## config.mk

```make
export PLATFORM = sky130hd
export DESIGN_NAME = imager_crop
export DESIGN_NICKNAME = d
export VERILOG_FILES = /design/src/rtl/imager_crop.sv
export SDC_FILE = /design/constraint.sdc
export NUM_CORES = 1
export LEC_CHECK = 0
export CAP_MARGIN = 20
export CORE_MARGIN = 2
export CORE_UTILIZATION = 43
export DETAILED_ROUTE_END_ITERATION = 8
export PLACE_DENSITY_LB_ADDON = 0.12
export SLEW_MARGIN = 20
export SYNTH_ARGS = -nofsm -noshare
export SYNTH_HDL_FRONTEND = slang
export SYNTH_SLANG_ARGS = --single-unit
```

## constraint.sdc

```tcl
create_clock -name clki -period 13.45 [get_ports clki]
set_input_delay 2.69 -clock clki [delete_from_list [all_inputs] [get_ports clki]]
set_output_delay 2.69 -clock clki [all_outputs]
set_load 0.01 [all_outputs]
```

## src/rtl/imager_crop.sv

```systemverilog
// rtl/imager_crop.sv - window crop of the tagged imager pixel stream with per-frame bypass and dimension reporting
`ifndef DTYPE_WIDTH
`define DTYPE_WIDTH 4
`endif
`ifndef DTYPE_FRAME_START
`define DTYPE_FRAME_START 4'h1
`endif
`ifndef DTYPE_FRAME_END
`define DTYPE_FRAME_END 4'h2
`endif
`ifndef DTYPE_ROW_START
`define DTYPE_ROW_START 4'h3
`endif
`ifndef DTYPE_ROW_END
`define DTYPE_ROW_END 4'h4
`endif
`ifndef DTYPE_PIXEL
`define DTYPE_PIXEL 4'h5
`endif
`ifndef DTYPE_HEADER_START
`define DTYPE_HEADER_START 4'h6
`endif
`ifndef DTYPE_HEADER
`define DTYPE_HEADER 4'h7
`endif
`ifndef DTYPE_HEADER_END
`define DTYPE_HEADER_END 4'h8
`endif

module imager_crop #(
    parameter int DATA_WIDTH = 16,
    parameter int DIM_WIDTH  = 16
) (
    input  logic                    clki,
    input  logic                    resetb_clki,
    input  logic                    enable,
    input  logic [DIM_WIDTH-1:0]    col_start,
    input  logic [DIM_WIDTH-1:0]    col_width,
    input  logic [DIM_WIDTH-1:0]    row_start,
    input  logic [DIM_WIDTH-1:0]    row_height,
    input  logic                    dvi,
    input  logic [`DTYPE_WIDTH-1:0] dtypei,
    input  logic [DATA_WIDTH-1:0]   datai,
    output logic                    dvo,
    output logic [`DTYPE_WIDTH-1:0] dtypeo,
    output logic [DATA_WIDTH-1:0]   datao,
    output logic [DIM_WIDTH-1:0]    num_rows_out,
    output logic [DIM_WIDTH-1:0]    num_cols_out
);

    typedef enum logic {WAIT_FS, ACTIVE} state_t;

    state_t                  state_q, state_d;
    logic                    en_q, en_d;
    logic [DIM_WIDTH-1:0]    col_start_q, col_start_d, col_width_q, col_width_d;
    logic [DIM_WIDTH-1:0]    row_start_q, row_start_d, row_height_q, row_height_d;
    logic [DIM_WIDTH-1:0]    in_row_q, in_row_d, in_col_q, in_col_d;
    logic                    row_had_pix_q, row_had_pix_d;
    logic [DIM_WIDTH-1:0]    cur_cols_q, cur_cols_d, last_cols_q, last_cols_d;
    logic [DIM_WIDTH-1:0]    out_rows_q, out_rows_d;
    logic [DIM_WIDTH-1:0]    num_rows_q, num_rows_d, num_cols_q, num_cols_d;
    logic                    dvo_q, dvo_d;
    logic [`DTYPE_WIDTH-1:0] dtypeo_q, dtypeo_d;
    logic [DATA_WIDTH-1:0]   datao_q, datao_d;

    logic [DIM_WIDTH:0]      row_lim, col_lim;
    logic                    row_in, col_in;
    logic [DIM_WIDTH-1:0]    row_rel, rows_upd, cols_upd;

    // One extra bit on the limits so start+size never wraps
    assign row_lim  = {1'b0, row_start_q} + {1'b0, row_height_q};
    assign col_lim  = {1'b0, col_start_q} + {1'b0, col_width_q};
    assign row_in   = (in_row_q >= row_start_q) && ({1'b0, in_row_q} < row_lim);
    assign col_in   = (in_col_q >= col_start_q) && ({1'b0, in_col_q} < col_lim);
    assign row_rel  = in_row_q - row_start_q;
    assign rows_upd = row_had_pix_q ? out_rows_q + DIM_WIDTH'(1) : out_rows_q;
    assign cols_upd = row_had_pix_q ? cur_cols_q : last_cols_q;

    always_comb begin
        state_d       = state_q;
        en_d          = en_q;
        col_start_d   = col_start_q;
        col_width_d   = col_width_q;
        row_start_d   = row_start_q;
        row_height_d  = row_height_q;
        in_row_d      = in_row_q;
        in_col_d      = in_col_q;
        row_had_pix_d = row_had_pix_q;
        cur_cols_d    = cur_cols_q;
        last_cols_d   = last_cols_q;
        out_rows_d    = out_rows_q;
        num_rows_d    = num_rows_q;
        num_cols_d    = num_cols_q;
        dvo_d         = 1'b0;
        dtypeo_d      = '0;
        datao_d       = '0;
        if (dvi && dtypei == `DTYPE_FRAME_START) begin
            state_d       = ACTIVE;
            en_d          = enable;
            col_start_d   = col_start;
            col_width_d   = col_width;
            row_start_d   = row_start;
            row_height_d  = row_height;
            in_row_d      = '0;
            in_col_d      = '0;
            row_had_pix_d = 1'b0;
            cur_cols_d    = '0;
            last_cols_d   = '0;
            out_rows_d    = '0;
            dvo_d         = 1'b1;
            dtypeo_d      = dtypei;
            datao_d       = datai;
        end else if (dvi && state_q == ACTIVE) begin
            dvo_d    = 1'b1;
            dtypeo_d = dtypei;
            datao_d  = datai;
            case (dtypei)
                `DTYPE_PIXEL: begin
                    in_col_d = in_col_q + DIM_WIDTH'(1);
                    if (en_q && !(row_in && col_in)) begin
                        dvo_d = 1'b0;
                    end else begin
                        row_had_pix_d = 1'b1;
                        cur_cols_d    = cur_cols_q + DIM_WIDTH'(1);
                    end
                end
                `DTYPE_ROW_START: begin
                    if (en_q) begin
                        if (row_in) datao_d = DATA_WIDTH'(row_rel);
                        else        dvo_d   = 1'b0;
                    end
                end
                `DTYPE_ROW_END: begin
                    in_col_d      = '0;
                    in_row_d      = in_row_q + DIM_WIDTH'(1);
                    dvo_d         = !en_q || row_in;
                    out_rows_d    = rows_upd;
                    last_cols_d   = cols_upd;
                    row_had_pix_d = 1'b0;
                    cur_cols_d    = '0;
                end
                // Also closes a last row whose ROW_END was trumped by FRAME_END
                `DTYPE_FRAME_END: begin
                    out_rows_d    = rows_upd;
                    last_cols_d   = cols_upd;
                    row_had_pix_d = 1'b0;
                    cur_cols_d    = '0;
                    num_rows_d    = rows_upd;
                    num_cols_d    = cols_upd;
                end
                default: ;
            endcase
            if (!dvo_d) begin
                dtypeo_d = '0;
                datao_d  = '0;
            end
        end
    end

    always_ff @(posedge clki or negedge resetb_clki) begin
        if (!resetb_clki) begin
            state_q       <= WAIT_FS;
            en_q          <= 1'b0;
            col_start_q   <= '0;
            col_width_q   <= '0;
            row_start_q   <= '0;
            row_height_q  <= '0;
            in_row_q      <= '0;
            in_col_q      <= '0;
            row_had_pix_q <= 1'b0;
            cur_cols_q    <= '0;
            last_cols_q   <= '0;
            out_rows_q    <= '0;
            num_rows_q    <= '0;
            num_cols_q    <= '0;
            dvo_q         <= 1'b0;
            dtypeo_q      <= '0;
            datao_q       <= '0;
        end else begin
            state_q       <= state_d;
            en_q          <= en_d;
            col_start_q   <= col_start_d;
            col_width_q   <= col_width_d;
            row_start_q   <= row_start_d;
            row_height_q  <= row_height_d;
            in_row_q      <= in_row_d;
            in_col_q      <= in_col_d;
            row_had_pix_q <= row_had_pix_d;
            cur_cols_q    <= cur_cols_d;
            last_cols_q   <= last_cols_d;
            out_rows_q    <= out_rows_d;
            num_rows_q    <= num_rows_d;
            num_cols_q    <= num_cols_d;
            dvo_q         <= dvo_d;
            dtypeo_q      <= dtypeo_d;
            datao_q       <= datao_d;
        end
    end

    assign dvo          = dvo_q;
    assign dtypeo       = dtypeo_q;
    assign datao        = datao_q;
    assign num_rows_out = num_rows_q;
    assign num_cols_out = num_cols_q;

endmodule

```

==> impl_metrics.json, run 1 <==
{
  "clkSlewWorstSetupHoldPaths_ns": 0.08,
  "routed_wl_um": 27940,
  "avgSynthCellArea_um2": 9.053,
  "cp_cell_sequence": "ha_1 > a21o_1 > a21oi_1 > o21ai_0 > o41ai_1 > o311ai_0 > a41oi_1 > o21bai_1 > xnor2_1 > ha_1 > nor2_1 > a211o_1 > nor2_1 > a21oi_1 > nor2b_1 > o21a_1 > nand3_1 > o32ai_1",
  "drtIter0Drc": 524,
  "grt_start_max_net_pins": 87,
  "rsz0062_at_grt": "no",
  "ant_nets": 0,
  "gp_congestion": 0.8525,
  "startpoint": "row_start_q[1]$_DFFE_PN0P_",
  "cts_sinks": 200,
  "postCtsSetupBuffers": 0,
  "drc": 0,
  "cp.arrival_ns": 5.53,
  "via_per_inst": 5.373,
  "clk_latency_ns": 0.45,
  "status": "completed",
  "htree_levels": 4,
  "antenna_cells": 0,
  "die_w_um": 169.8,
  "fmax_ghz": 0.1924,
  "total_power_mw": 1.773,
  "power.density_nw_per_um2": 125.2,
  "fin_crit_ns": 5.196,
  "finalHoldViolations": 0,
  "fillers": 2517,
  "tns_ns": 0,
  "grt.met2_usage": 0.3391,
  "tightest_slew_ns": 0.8288,
  "syn-num-nets": 1495,
  "syn_inst": 1306,
  "synth_edf_count": 0,
  "die-area_um2": 28840,
  "synth_warnings": 0,
  "slew_headroom": 0.4402,
  "skew_ns": 0.01499,
  "syn2layout_area_growth_pct": 19.80,
  "crit_family": "compound AO/OA/AOI/OAI gates",
  "grt_pass1_vias": 9488,
  "slowest_delay_ns": 0.69,
  "clock-root-buffer": "clkbuf_16",
  "synthArstFlopShare": 1.000,
  "cellLeakagePower_nw": 6.567,
  "cap_violations": 0,
  "min-delay-start": "num_rows_out[14]$_DFFE_PN0P_",
  "grtUsageTotal": 0.2027,
  "antenna_found_initial": 0,
  "clk_path_buf_depth": 2,
  "use_met1": 0.2784,
  "critPathCaptureType": "flop",
  "setup_ws_ns": 8.254,
  "path_max_fanout": 16,
  "cts_made_buffers": 17,
  "nets": 1616,
  "die_h_um": 169.8,
  "finalSetupViolations": 0,
  "drive_above_1_share": 0.04514,
  "slowest_stage": "o41ai_1",
  "grtUsageMet3": 0.02930,
  "cts_resized": 0,
  "rows": 60,
  "period_share": 0.3864,
  "slew_viol_final": 0,
  "ys_seq_elements": 200,
  "drt-wirelength-per-cell_um": 15.69,
  "synth_cell_types": 72,
  "fin_util": 0.5255,
  "ir_drop_mv": 0.08642,
  "first_pass_iters": 7,
  "cts_tree": "built",
  "hpwl_um": 20490,
  "crit_type": "flop to flop",
  "netlist_area_um2": 11820,
  "ioPinCount": 141,
  "critPathBufInv": 0,
  "io_buffers": 140,
  "top_usage_layer": "met2",
  "design.core.area_um2": 26950,
  "ys.flop_type": "dfrtp_1",
  "initial_core_util": 0.4387,
  "hold_buffers": 0,
  "pre_cts_ws_ns": 7.968,
  "worstSetupStartpointType": "flop",
  "synth.yosys.seq_area_share": 0.4233,
  "grt_pass1_wl_um": 47270,
  "reg2reg_from": "row_start_q[1]$_DFFE_PN0P_",
  "grt.overflow.total": 0,
  "vias": 9569,
  "hold_class": "flop to flop",
  "worstPathRequired_ns": 13.79
}
==> worst reg2reg max path: cells and delay by family, from the launching register on <==
family / cells / cell delay [ns]
adders and majority gates: 2 / 0.59
and+or+nand+nor: 4 / 1.03
DFF: 1 / 0.42
AOI/OAI and AO/OA: 11 / 2.95
xor gates and xnor gates: 1 / 0.13
==> final timing paths <==
kind | depth (start not counted) | slack (ns) | to
worst max-delay path | 18 | 8.25 | datao[2]$_DFF_PN0_
worst min-delay path | 2 | 0.48 | num_rows_out[14]$_DFFE_PN0P_
worst max register to register | 18 | 8.25 | datao[2]$_DFF_PN0_
worst min register to register | 2 | 0.48 | num_rows_out[14]$_DFFE_PN0P_
max in group asynchronous | 2 | 9.87 | out_rows_q[14]$_DFFE_PN0P_
min in group asynchronous | 1 | 2.28 | datao[9]$_DFF_PN0_
==> metal layers <==
| metal | wire [um] | share of wire | up-vias |
|---|---|---|---|
| met4 | 279 | 0.010 | 0 |
| met3 | 1015 | 0.036 | 17 |
| li1 | - | - | 4825 |
| met5 | 0 | 0 | - |
| met2 | 13330 | 0.48 | 181 |
| met1 | 13320 | 0.48 | 4546 |
==> where the power goes <==
| part | internal [mW] | switching [mW] |
|---|---|---|
| Combinational | 0.241 | 0.303 |
| Clock | 0.258 | 0.271 |
| Sequential | 0.656 | 0.0434 |
| Total | 1.16 | 0.618 |
==> final cells by class <==
class / count / area, um2 / area share
timing repair buffer: 148 / 1465 / 0.1034
multi-input combinational: 996 / 6410 / 0.4526
clock buffer: 18 / 439.2 / 0.03101
tap: 341 / 426.7 / 0.03012
sequential: 200 / 5005 / 0.3534
inverter: 64 / 240.2 / 0.01696
clock inverter: 14 / 177.7 / 0.01254
==> cells by family after synthesis <==
group,Yosys count,synth area share
xor+xnor,76,0.05630
fa+ha+maj,101,0.1088
simple gates,471,0.1790
flops,200,0.4233
mux,20,0.01714
buf+inv,110,0.03651
compound gates,328,0.1790
==> synthesized netlist by cell type, drive strengths merged (10+ instances only) <==
cell type,number,area share
nand2,229,0.073
dfrtp,200,0.42
o21ai,130,0.055
ha,98,0.10
nor2,89,0.028
inv,64,0.020
a21oi,63,0.028
xor2,50,0.037
nand3,41,0.018
clkbuf,39,0.012
xnor2,26,0.019
a22o,20,0.015
and3,20,0.011
mux2i,18,0.015
a21o,17,0.011
nand4,16,0.0085
o22ai,15,0.0079
nor3,13,0.0055
nand2b,12,0.0063
or3,12,0.0068
a221o,11,0.0093
nor2b,10,0.0053
==> metrics by stage <==
step	instance area (um2)	std cells	hold WS [ns]
detailed placement	13540	1749	0.4725
finish	14160	1781	0.4828
global placement	13540	1749	0.4649
CTS	14160	1781	0.4922
floorplan	11820	1306	0.4497
global route	14160	1781	0.5081
==> placed cells by master, fill, tap and decap left out, types with 16 or more instances in the layout <==
cell type          n
dfrtp_1          200
and3_1            20
nand4_1           16
a21o_1            17
a22o_1            20
nand2_1          229
mux2i_1           18
a21oi_1           61
inv_1             64
xnor2_1           26
nand3_1           39
clkdlybuf4s50_1  139
xor2_1            50
o21ai_0          128
clkbuf_16         17
nor2_1            89
ha_1              98
(Power assumes the default switching activity.)
==> run 2: changes to the inputs <==
- clock period: 13.45 -> 4.7 ns (I/O delays scaled with it)
==> run 2 against run 1 <==
Register-to-register slack worse by 8.1 ns. Largest power group unchanged. Design area is 1.5% higher. Combinational power grew to 3.0 times the previous value. Sequential share of layout area is 0.51 points lower. Sequential cell count stayed put. Sequential power grew to 2.9 times the previous value. Via count is 0.31% higher. Critical endpoint is now cur_cols_q[4]$_DFFE_PN0P_.
==> impl_metrics.json, run 2 (synthesized netlist as in run 1, its figures left out) <==
{
  "ant_nets": 0,
  "die_w_um": 169.8,
  "power.density_nw_per_um2": 359.3,
  "seqCellArea_um2": 5005,
  "rows": 60,
  "nets": 1632,
  "grt_pass1_vias": 9521,
  "cts_tree": "built",
  "ir_drop_mv": 0.2281,
  "grt.overflow.total": 0,
  "multi_input_area_um2": 6451,
  "antenna_cells": 0,
  "hpwl_um": 20540,
  "min-delay-start": "num_rows_out[14]$_DFFE_PN0P_",
  "finalHoldViolations": 0,
  "cap_violations": 0,
  "critPathCaptureType": "flop",
  "slowest_stage": "dfrtp_1",
  "status": "completed",
  "clkPwrFrac": 0.300,
  "syn2layout_area_growth_pct": 21.55,
  "period_share": 0.9581,
  "clock-root-buffer": "clkbuf_16",
  "reg2reg_from": "col_start_q[0]$_DFFE_PN0P_",
  "worstPathRequired_ns": 5.08,
  "crit_type": "flop to flop",
  "final_common_cell": "nand2_1",
  "swShare": 0.3464,
  "cp_cell_sequence": "ha_1 > fa_1 > a211oi_2 > o21bai_1 > a21oi_2 > nor2b_1 > a311o_1 > a21oi_1 > xor2_1 > ha_1 > a21o_1 > a211oi_2 > o31ai_1 > o211ai_1 > a21o_1 > o2111ai_4 > buf_4 > a2111oi_2 > a221o_1",
  "seq_power_share": 0.389,
  "fillers": 2509,
  "final_cell_mix": "nand2_1, dfrtp_1, clkdlybuf4s50_1, o21ai_0, ha_1",
  "initial_core_util": 0.4387,
  "routed_wl_um": 28380,
  "grt_start_max_net_pins": 114,
  "drt-wirelength-per-cell_um": 15.79,
  "slowest_delay_ns": 0.41,
  "die-area_um2": 28840,
  "skew_ns": 0.01699,
  "path_max_fanout": 6,
  "ioPinCount": 141,
  "htree_levels": 4,
  "drc": 0,
  "hold_class": "flop to flop",
  "cts_sinks": 200,
  "dp.cells": 1759,
  "clk_latency_ns": 0.44,
  "cellLeakagePower_nw": 6.675,
  "startpoint": "col_start_q[0]$_DFFE_PN0P_",
  "pwr-share-comb": 0.311,
  "vias": 9599,
  "gp_congestion": 0.8323,
  "worstSetupStartpointType": "flop",
  "first_pass_iters": 6,
  "hold_ws_ns": 0.4809,
  "io_buffers": 140,
  "intPower_mw": 3.374,
  "slew_viol_final": 0,
  "clkSlewWorstSetupHoldPaths_ns": 0.08,
  "clk_path_buf_depth": 2,
  "cp.arrival_ns": 4.88,
  "fin_crit_ns": 4.503,
  "p_switching_mw": 1.788,
  "design.core.area_um2": 26950,
  "fmax_ghz": 0.2221,
  "antenna_found_initial": 0,
  "final_cells": 1797,
  "grtUsageTotal": 0.2025,
  "via_per_inst": 5.342,
  "drive_above_1_share": 0.06181,
  "cts_made_buffers": 17,
  "die_h_um": 169.8,
  "drtIter0Drc": 525,
  "slew_headroom": 0.3808,
  "grt_pass1_wl_um": 47330,
  "tightest_slew_ns": 0.9288,
  "finalSetupViolations": 0
}
[run 2: cell type report]
class,count,share of cell area
Multi-Input combinational cell,996,0.4489
Sequential cell,200,0.3483
Timing Repair Buffer,164,0.1129
Tap cell,341,0.02969
Clock buffer,17,0.02960
Inverter,64,0.01672
Clock inverter,15,0.01384
[run 2: routing by layer]
metal / up-vias / global-route usage / wire length [um]
met4: 0 / 0.03642 / 169
met1: 4578 / 0.2792 / 13630
met5: - / 0 / 0
met2: 154 / 0.3429 / 13600
li1: 4854 / - / -
met3: 13 / 0.03047 / 980
[run 2: what timing repair did]
| action | in CTS | in global routing |
|---|---|---|
| resized for setup | 0 | 13 |
| hold buffers | 0 | 0 |
| endpoints found under the setup margin | 0 | 37 |
| setup buffers | 0 | 6 |
[run 2: stage by stage]
| step | instance area [um2] | power (mW) | worst slack (ns) | TNS [ns] | util |
|---|---|---|---|---|---|
| after floorplan | 11820 | 3.125 | 0.3854 | 0 | - |
| after global placement | 13640 | 3.582 | 0.1696 | 0 | 0.5060 |
| after detailed placement | 13640 | 3.613 | 0.06622 | 0 | 0.5060 |
| after CTS | 14260 | 5.179 | 0.07177 | 0 | 0.5292 |
| after global routing | 14370 | 5.523 | -0.003531 | -0.007104 | 0.5332 |
| final | 14370 | 5.162 | 0.1971 | 0 | 0.5332 |
[run 2: final timing paths]
check / slack (ns) / depth (start not counted) / endpoint
max in group asynchronous: 3.15 / 2 / col_start_q[13]$_DFFE_PN0P_
worst min-delay path: 0.48 / 2 / num_rows_out[14]$_DFFE_PN0P_
worst max-delay path: 0.20 / 19 / cur_cols_q[4]$_DFFE_PN0P_
min in group asynchronous: 0.64 / 1 / datao[10]$_DFF_PN0_
worst min register to register: 0.48 / 2 / num_rows_out[14]$_DFFE_PN0P_
worst max register to register: 0.20 / 19 / cur_cols_q[4]$_DFFE_PN0P_
[run 2: worst max-delay path: cells and delay by family, from the launching register on]
family          cells  cell delay [ns]
simple gates        1             0.07
flops               1             0.41
compound gates     13             2.68
fa+ha+maj           3             0.90
xor+xnor            1             0.18
buf+inv             1             0.20
[run 2: power by group through the flow]
stage | combinational (mW) | sequential, mW | clock [mW]
global route | 1.85 | 2.03 | 1.64
floorplan | 1.12 | 2.00 | 0
global placement | 1.54 | 2.04 | 0
finish | 1.61 | 2.01 | 1.55
CTS | 1.59 | 2.01 | 1.58
detailed placement | 1.57 | 2.04 | 0
